$ cat src/rtl/axi4_lite_slave_regbank_pkg.sv
`default_nettype none
// ============================================================================
// Package     : axi4_lite_pkg
// Description : Shared AXI4-Lite response codes and width-derivation helpers
//               for the register-bank slave and its address decoder.
// Revision    : 1.0 - initial release
// ============================================================================
package axi4_lite_pkg;

  localparam logic [1:0] RESP_OKAY   = 2'b00;
  localparam logic [1:0] RESP_SLVERR = 2'b10;

  // Ceiling log2; clog2(1) = 0.
  function automatic int clog2(input int value);
    int r;
    r = 0;
    while ((1 << r) < value) r++;
    return r;
  endfunction

  // Byte-offset bits inside one data word.
  function automatic int addr_lsb(input int data_width);
    return clog2(data_width / 8);
  endfunction

  // Register index width, never narrower than one bit.
  function automatic int idx_width(input int num_regs);
    return (clog2(num_regs) < 1) ? 1 : clog2(num_regs);
  endfunction

endpackage
`default_nettype wire

$ cat src/rtl/axi4_lite_slave_regbank_if.sv
`default_nettype none
// ============================================================================
// Interface   : axi4_lite_slave_regbank_if
// Description : AXI4-Lite AW/W/B/AR/R channel bundle with master and slave
//               views.
// Revision    : 1.0 - initial release
// ============================================================================
interface axi4_lite_slave_regbank_if #(
  parameter int ADDR_WIDTH = 32,
  parameter int DATA_WIDTH = 32
);
  logic                      awvalid;
  logic                      awready;
  logic [ADDR_WIDTH-1:0]     awaddr;
  logic [2:0]                awprot;
  logic                      wvalid;
  logic                      wready;
  logic [DATA_WIDTH-1:0]     wdata;
  logic [DATA_WIDTH/8-1:0]   wstrb;
  logic                      bvalid;
  logic                      bready;
  logic [1:0]                bresp;
  logic                      arvalid;
  logic                      arready;
  logic [ADDR_WIDTH-1:0]     araddr;
  logic [2:0]                arprot;
  logic                      rvalid;
  logic                      rready;
  logic [DATA_WIDTH-1:0]     rdata;
  logic [1:0]                rresp;

  modport master (
    output awvalid, awaddr, awprot, wvalid, wdata, wstrb, bready,
           arvalid, araddr, arprot, rready,
    input  awready, wready, bvalid, bresp, arready, rvalid, rdata, rresp
  );

  modport slave (
    input  awvalid, awaddr, awprot, wvalid, wdata, wstrb, bready,
           arvalid, araddr, arprot, rready,
    output awready, wready, bvalid, bresp, arready, rvalid, rdata, rresp
  );
endinterface
`default_nettype wire

$ cat src/rtl/axi4_lite_slave_regbank_addr_decode.sv
`default_nettype none
// ============================================================================
// Module      : axi4_lite_addr_decode
// Description : Byte address -> register index, in-range and read-only flags.
//               Byte-offset bits are ignored so misaligned addresses hit the
//               containing word.
// Revision    : 1.0 - initial release
// ============================================================================
module axi4_lite_addr_decode
  import axi4_lite_pkg::*;
#(
  parameter int                ADDR_WIDTH = 32,
  parameter int                DATA_WIDTH = 32,
  parameter int                NUM_REGS   = 8,
  parameter logic [NUM_REGS-1:0] RO_MASK  = '0
) (
  input  wire logic [ADDR_WIDTH-1:0]             i_addr,
  output logic      [idx_width(NUM_REGS)-1:0]    o_idx,
  output logic                                   o_in_range,
  output logic                                   o_is_ro
);
  localparam int c_ADDR_LSB = addr_lsb(DATA_WIDTH);
  localparam int c_IDX_W    = idx_width(NUM_REGS);

  logic [ADDR_WIDTH-1:0] w_upper;
  logic                  w_unused_lsb;

  assign o_idx        = i_addr[c_ADDR_LSB +: c_IDX_W];
  assign w_upper      = i_addr >> (c_ADDR_LSB + c_IDX_W);
  assign w_unused_lsb = ^i_addr[c_ADDR_LSB-1:0];

  // Index must exist and every bit above the index field must be zero.
  always_comb begin
    o_in_range = (w_upper == '0) && (int'(o_idx) < NUM_REGS);
    o_is_ro    = o_in_range && RO_MASK[o_idx];
  end
endmodule
`default_nettype wire

$ cat src/rtl/axi4_lite_slave_regbank.sv
`default_nettype none
// ============================================================================
// Module      : axi4_lite_slave_regbank
// Description : AXI4-Lite slave register bank. Decoupled AW/W capture,
//               byte-strobe writes, read-only slots fed from user inputs,
//               SLVERR on out-of-range or read-only writes.
// Revision    : 1.0 - initial release
// ============================================================================
module axi4_lite_slave_regbank
  import axi4_lite_pkg::*;
#(
  parameter int                  ADDR_WIDTH = 32,
  parameter int                  DATA_WIDTH = 32,
  parameter int                  NUM_REGS   = 8,
  parameter logic [NUM_REGS-1:0] RO_MASK    = '0
) (
  input  wire logic                           iCLK,
  input  wire logic                           iRST,
  axi4_lite_slave_regbank_if.slave            s,
  output logic [NUM_REGS*DATA_WIDTH-1:0]      oREGS,
  input  wire logic [NUM_REGS*DATA_WIDTH-1:0] iRO_DATA
);
  localparam int c_STRB_W = DATA_WIDTH / 8;
  localparam int c_IDX_W  = idx_width(NUM_REGS);

  logic [DATA_WIDTH-1:0] r_regs [NUM_REGS];

  logic                  r_aw_held;
  logic [ADDR_WIDTH-1:0] r_aw_addr;
  logic                  r_w_held;
  logic [DATA_WIDTH-1:0] r_w_data;
  logic [c_STRB_W-1:0]   r_w_strb;
  logic                  r_bvalid;
  logic [1:0]            r_bresp;
  logic                  r_rvalid;
  logic [DATA_WIDTH-1:0] r_rdata;
  logic [1:0]            r_rresp;

  logic [c_IDX_W-1:0]    w_wr_idx;
  logic                  w_wr_in_range;
  logic                  w_wr_is_ro;
  logic                  w_wr_ok;
  logic [c_IDX_W-1:0]    w_rd_idx;
  logic                  w_rd_in_range;
  logic                  w_rd_is_ro;
  logic [DATA_WIDTH-1:0] w_rd_value;
  logic                  w_aw_hs;
  logic                  w_w_hs;
  logic                  w_ar_hs;
  logic                  w_commit;
  logic                  w_unused;

  axi4_lite_addr_decode #(
    .ADDR_WIDTH (ADDR_WIDTH),
    .DATA_WIDTH (DATA_WIDTH),
    .NUM_REGS   (NUM_REGS),
    .RO_MASK    (RO_MASK)
  ) u_wr_decode (
    .i_addr     (r_aw_addr),
    .o_idx      (w_wr_idx),
    .o_in_range (w_wr_in_range),
    .o_is_ro    (w_wr_is_ro)
  );

  axi4_lite_addr_decode #(
    .ADDR_WIDTH (ADDR_WIDTH),
    .DATA_WIDTH (DATA_WIDTH),
    .NUM_REGS   (NUM_REGS),
    .RO_MASK    (RO_MASK)
  ) u_rd_decode (
    .i_addr     (s.araddr),
    .o_idx      (w_rd_idx),
    .o_in_range (w_rd_in_range),
    .o_is_ro    (w_rd_is_ro)
  );

  // Ready signals are forced low while reset is asserted.
  assign s.awready = !iRST && !r_aw_held;
  assign s.wready  = !iRST && !r_w_held;
  assign s.arready = !iRST && !r_rvalid;
  assign s.bvalid  = r_bvalid;
  assign s.bresp   = r_bresp;
  assign s.rvalid  = r_rvalid;
  assign s.rdata   = r_rdata;
  assign s.rresp   = r_rresp;

  assign w_aw_hs  = s.awvalid && s.awready;
  assign w_w_hs   = s.wvalid && s.wready;
  assign w_ar_hs  = s.arvalid && s.arready;
  assign w_commit = r_aw_held && r_w_held && !r_bvalid;
  assign w_wr_ok  = w_wr_in_range && !w_wr_is_ro;
  assign w_unused = ^{s.awprot, s.arprot};

  // Capture AW and W independently; release both on commit and raise B.
  always_ff @(posedge iCLK or posedge iRST) begin
    if (iRST) begin
      r_aw_held <= 1'b0;
      r_aw_addr <= '0;
      r_w_held  <= 1'b0;
      r_w_data  <= '0;
      r_w_strb  <= '0;
      r_bvalid  <= 1'b0;
      r_bresp   <= RESP_OKAY;
    end else begin
      if (w_aw_hs) begin
        r_aw_held <= 1'b1;
        r_aw_addr <= s.awaddr;
      end else if (w_commit) begin
        r_aw_held <= 1'b0;
      end
      if (w_w_hs) begin
        r_w_held <= 1'b1;
        r_w_data <= s.wdata;
        r_w_strb <= s.wstrb;
      end else if (w_commit) begin
        r_w_held <= 1'b0;
      end
      if (w_commit) begin
        r_bvalid <= 1'b1;
        r_bresp  <= w_wr_ok ? RESP_OKAY : RESP_SLVERR;
      end else if (r_bvalid && s.bready) begin
        r_bvalid <= 1'b0;
      end
    end
  end

  // Byte-lane update of the targeted writable register on commit.
  always_ff @(posedge iCLK or posedge iRST) begin
    if (iRST) begin
      for (int i = 0; i < NUM_REGS; i++) r_regs[i] <= '0;
    end else if (w_commit && w_wr_ok) begin
      for (int i = 0; i < NUM_REGS; i++) begin
        for (int b = 0; b < c_STRB_W; b++) begin
          if (int'(w_wr_idx) == i && r_w_strb[b])
            r_regs[i][b*8 +: 8] <= r_w_data[b*8 +: 8];
        end
      end
    end
  end

  // Read source: RO slots come from user input, others from storage.
  always_comb begin
    w_rd_value = '0;
    for (int i = 0; i < NUM_REGS; i++) begin
      if (int'(w_rd_idx) == i)
        w_rd_value = RO_MASK[i] ? iRO_DATA[i*DATA_WIDTH +: DATA_WIDTH] : r_regs[i];
    end
    if (!w_rd_in_range || (w_rd_is_ro && 1'b0))
      w_rd_value = '0;
  end

  // Single-entry read response; sampled storage predates a same-edge write.
  always_ff @(posedge iCLK or posedge iRST) begin
    if (iRST) begin
      r_rvalid <= 1'b0;
      r_rdata  <= '0;
      r_rresp  <= RESP_OKAY;
    end else if (w_ar_hs) begin
      r_rvalid <= 1'b1;
      r_rdata  <= w_rd_value;
      r_rresp  <= w_rd_in_range ? RESP_OKAY : RESP_SLVERR;
    end else if (r_rvalid && s.rready) begin
      r_rvalid <= 1'b0;
    end
  end

  generate
    for (genvar gi = 0; gi < NUM_REGS; gi++) begin : g_slot
      if (RO_MASK[gi]) begin : g_ro
        assign oREGS[gi*DATA_WIDTH +: DATA_WIDTH] = '0;
      end else begin : g_rw
        assign oREGS[gi*DATA_WIDTH +: DATA_WIDTH] = r_regs[gi];
      end
    end
  endgenerate
endmodule
`default_nettype wire

$ cat src/flat_wrapper.sv
// flat-port wrapper written by rule: the top's interface ports become plain ports
module axi4_lite_slave_regbank_flat import axi4_lite_pkg::*;
#(
  parameter int                  ADDR_WIDTH = 32,
  parameter int                  DATA_WIDTH = 32,
  parameter int                  NUM_REGS   = 8,
  parameter logic [NUM_REGS-1:0] RO_MASK    = '0
)
  (iCLK, iRST, oREGS, iRO_DATA, s_awvalid, s_awaddr, s_awprot, s_wvalid, s_wdata, s_wstrb, s_bready, s_arvalid, s_araddr, s_arprot, s_rready, s_awready, s_wready, s_bvalid, s_bresp, s_arready, s_rvalid, s_rdata, s_rresp);
  axi4_lite_slave_regbank_if #(.ADDR_WIDTH(ADDR_WIDTH), .DATA_WIDTH(DATA_WIDTH)) s_i ();
  input  wire logic iCLK;
  input  wire logic iRST;
  output logic [NUM_REGS*DATA_WIDTH-1:0] oREGS;
  input  wire logic [NUM_REGS*DATA_WIDTH-1:0] iRO_DATA;
  input wire logic [$bits(s_i.awvalid)-1:0] s_awvalid;
  input wire logic [$bits(s_i.awaddr)-1:0] s_awaddr;
  input wire logic [$bits(s_i.awprot)-1:0] s_awprot;
  input wire logic [$bits(s_i.wvalid)-1:0] s_wvalid;
  input wire logic [$bits(s_i.wdata)-1:0] s_wdata;
  input wire logic [$bits(s_i.wstrb)-1:0] s_wstrb;
  input wire logic [$bits(s_i.bready)-1:0] s_bready;
  input wire logic [$bits(s_i.arvalid)-1:0] s_arvalid;
  input wire logic [$bits(s_i.araddr)-1:0] s_araddr;
  input wire logic [$bits(s_i.arprot)-1:0] s_arprot;
  input wire logic [$bits(s_i.rready)-1:0] s_rready;
  output wire logic [$bits(s_i.awready)-1:0] s_awready;
  output wire logic [$bits(s_i.wready)-1:0] s_wready;
  output wire logic [$bits(s_i.bvalid)-1:0] s_bvalid;
  output wire logic [$bits(s_i.bresp)-1:0] s_bresp;
  output wire logic [$bits(s_i.arready)-1:0] s_arready;
  output wire logic [$bits(s_i.rvalid)-1:0] s_rvalid;
  output wire logic [$bits(s_i.rdata)-1:0] s_rdata;
  output wire logic [$bits(s_i.rresp)-1:0] s_rresp;
  assign s_i.awvalid = s_awvalid;
  assign s_i.awaddr = s_awaddr;
  assign s_i.awprot = s_awprot;
  assign s_i.wvalid = s_wvalid;
  assign s_i.wdata = s_wdata;
  assign s_i.wstrb = s_wstrb;
  assign s_i.bready = s_bready;
  assign s_i.arvalid = s_arvalid;
  assign s_i.araddr = s_araddr;
  assign s_i.arprot = s_arprot;
  assign s_i.rready = s_rready;
  assign s_awready = s_i.awready;
  assign s_wready = s_i.wready;
  assign s_bvalid = s_i.bvalid;
  assign s_bresp = s_i.bresp;
  assign s_arready = s_i.arready;
  assign s_rvalid = s_i.rvalid;
  assign s_rdata = s_i.rdata;
  assign s_rresp = s_i.rresp;
  axi4_lite_slave_regbank #(.ADDR_WIDTH(ADDR_WIDTH), .DATA_WIDTH(DATA_WIDTH), .NUM_REGS(NUM_REGS), .RO_MASK(RO_MASK)) u_core (.iCLK(iCLK), .iRST(iRST), .s(s_i), .oREGS(oREGS), .iRO_DATA(iRO_DATA));
endmodule
$ cat config.mk
export PLATFORM = sky130hd
export DESIGN_NAME = axi4_lite_slave_regbank_flat
export DESIGN_NICKNAME = d
export VERILOG_FILES = /design/src/rtl/axi4_lite_slave_regbank_pkg.sv /design/src/rtl/axi4_lite_slave_regbank_if.sv /design/src/rtl/axi4_lite_slave_regbank_addr_decode.sv /design/src/rtl/axi4_lite_slave_regbank.sv /design/src/flat_wrapper.sv
export SDC_FILE = /design/constraint.sdc
export NUM_CORES = 1
export LEC_CHECK = 0
export CAP_MARGIN = 20
export CELL_PAD_IN_SITES_DETAIL_PLACEMENT = 1
export CELL_PAD_IN_SITES_GLOBAL_PLACEMENT = 2
export CORE_AREA = 2 2 259 261
export CTS_BUF_LIST = sky130_fd_sc_hd__clkbuf_16
export DETAILED_ROUTE_END_ITERATION = 10
export DIE_AREA = 0 0 261 263
export DONT_BUFFER_PORTS = 1
export GPL_TIMING_DRIVEN = 1
export PLACE_DENSITY = 0.54
export SYNTH_ARGS = -nofsm -noshare
export SYNTH_HDL_FRONTEND = slang
export SYNTH_HIERARCHICAL = 1
export SYNTH_SLANG_ARGS = --single-unit
$ cat constraint.sdc
create_clock -name iCLK -period 16.9 [get_ports iCLK]
set_input_delay 3.38 -clock iCLK [delete_from_list [all_inputs] [get_ports iCLK]]
set_output_delay 3.38 -clock iCLK [all_outputs]
set_load 0.005 [all_outputs]
==> results.tsv <==
stage	metric	value	unit
place	gp_congestion	0.762	
finish	fillers	7071	
die	die_h	263	µm
hold_path	hold_start	u_core/r_aw_addr[14]	
setup_path	startpoint_type	primary input	
sta	relSlewSlack	23.4	%
routing	via_per_inst	4.97	
cts	cts-root-buf	clkbuf_16	
die	num_rows	94	
cts	clock_path_buffers	3	
power_and_ir_drop	switching_share	28.7	%
sta	hold_viol_final	0	
die	ios	666	
setup_path	cp-end-kind	primary output	
finish	register_area	0.00901	mm²
power_and_ir_drop	max-vdd-ir-drop	81.2	µV
setup_path	cp_slowest_cell	nor2_1	
global_route	grt.total_usage	18.0	%
sta	holdWs	503	ps
hold_path	min_path_type	reg2reg	
routing	totalWireLength	63100	µm
sta	period_share	41.3	%
routing	wl_per_cell	30.5	µm
place	hpwl	41700	µm
setup_path	slowest_delay	200	ps
power_and_ir_drop	switchingPower	636	µW
cts	cts_setup_buffers	0	
setup_path	worstPathMaxFanout	5	
sta	clock_skew	27.6	ps
power_and_ir_drop	power_frac_seq	48.9	%
global_route	grt_pass1_wl	88700	µm
sta	tightest_slew	1150	ps
global_route	antenna_found_initial	10	
power_and_ir_drop	p_per_area	120	mW/mm²
power_and_ir_drop	intPower	1.58	mW
global_route	grt_max_degree	171	
cts	cts_resized	0	
setup_path	r2r_start	u_core/r_aw_addr[14]	
routing	first_pass_iters	4	
cts	cts_hold_buf	0	
cts	cts_max_level	2	
sta	max_freq	0.143	GHz
sta	drv_slew	0	
setup_path	regToRegEndpoint	u_core/oREGS[55]	
synthesis	syn-instance-count	1191	
sta	rsz0062_at_grt	no	
sta	final-setup-viol-count	0	
setup_path	ff2ff_setup_slack	13650	ps
finish	postLayoutCoreUtil	28.1	%
setup_path	rr_worst_depth	7	
setup_path	critPathRequiredTime	13520	ps
power_and_ir_drop	cellLeakagePower	9.00	nW
job	maxCapViolations	0	
hold_path	min_to	u_core/r_aw_addr[14]	
routing	antenna_left	0	
hold_path	whs_path_depth	1	
cts	cts_made_buffers	45	
setup_path	critical_path.top_delay_family	simple AND/OR/NAND/NOR gates	
power_and_ir_drop	pwr-share-clk	41.4	%
cts	clock_latency	580	ps
finish	syn_to_final_growth	13.9	%
finish	mostFrequentLayoutCells	dfrtp_1 (360), mux2_2 (324), a21oi_1 (78), o22ai_1 (52), clkbuf_16 (45)	
run_status	status	complete, no violations	
finish	multi_input_area	0.00687	mm²
die	die_x	261	µm
routing	dr.first_iter.drc_count	491	
sta	setup_tns	0	ps
global_route	grt_overflow	0	
synthesis	synth_area	0.0162	mm²
place	io_buffers	0	
routing	drc	0	
finish	fin_nets	1548	
finish	drive_gt1_share	39.3	%
setup_path	cp.buffers_inverters	0	
die	initial_core_util	24.7	%
finish	layout_commonest_cell	dfrtp_1	
routing	num_vias	10298	
die	dieArea	0.0686	mm²
synthesis	avgSynthCellArea	13.6	µm²
die	coreArea	0.0656	mm²
power_and_ir_drop	pwr-share-comb	9.7	%
setup_path	critPathKind	in2out	
setup_path	path_cells	nor2_1	
synthesis	yosysWarnings	6	
cts	clk_pin_slew_worst_paths	50	ps
cts	cts.sinks	360	
global_route	grt_pass1_vias	11427	
setup_path	arrival	3590	ps
sta	period_needed	6970	ps
cts	cts_tree	done	
layout make-up:
class                      instances  area share, %
sequential                       360           48.9
multi-input combinational        756           37.3
clock buffer                      45           6.11
tap                              864           5.87
clock inverter                    28           1.24
timing repair buffer               8          0.394
inverter                           8          0.204
antenna                            3         0.0407
stage by stage:
step	power (mW)	setup WS [ps]	area, µm²	instances
2_1_floorplan	1.23	3530	16200	1192
3_3_place_gp	1.31	9930	17100	1996
3_5_place_dp	1.33	9930	17100	1996
4_1_cts	2.26	9930	18400	2069
5_1_grt	2.32	9920	18400	2069
6_report	2.22	9930	18400	2072
state kept, by name, summed over array words and instances, names as in the netlist, 4 cells and up:
| signal | cells |
|---|---|
| u_core/oREGS | 256 |
| u_core/r_aw_addr | 30 |
| u_core/s.rdata | 32 |
| u_core/r_w_strb | 4 |
| u_core/r_w_data | 32 |
power by group through the flow:
stage / registers, mW / clock network, mW / logic, mW
after floorplan: 1.03 / 0 / 0.194
after detailed placement: 1.10 / 0 / 0.222
after global routing: 1.11 / 0.981 / 0.237
after CTS: 1.09 / 0.953 / 0.223
final: 1.08 / 0.919 / 0.215
after global placement: 1.10 / 0 / 0.216
worst max-delay path by stage:
| stage | to | start | slack [ps] | depth (start not counted) |
|---|---|---|---|---|
| after detailed placement | s_arready | iRST | 9930 | 1 |
| after floorplan | u_core/oREGS[0] | iRST | 3530 | 1 |
| after global placement | s_arready | iRST | 9930 | 1 |
| final | s_arready | iRST | 9930 | 1 |
| after global routing | s_arready | iRST | 9920 | 1 |
| after CTS | s_arready | iRST | 9930 | 1 |
layer usage:
metal	GRT usage [%]	vias up	wire (µm)
met2	27.1	422	27300
met4	4.64	16	1350
met1	22.0	5387	25900
met3	10.4	99	8410
li1	-	4374	-
met5	0	-	114
No activity file was read; power rests on OpenSTA's default activity.
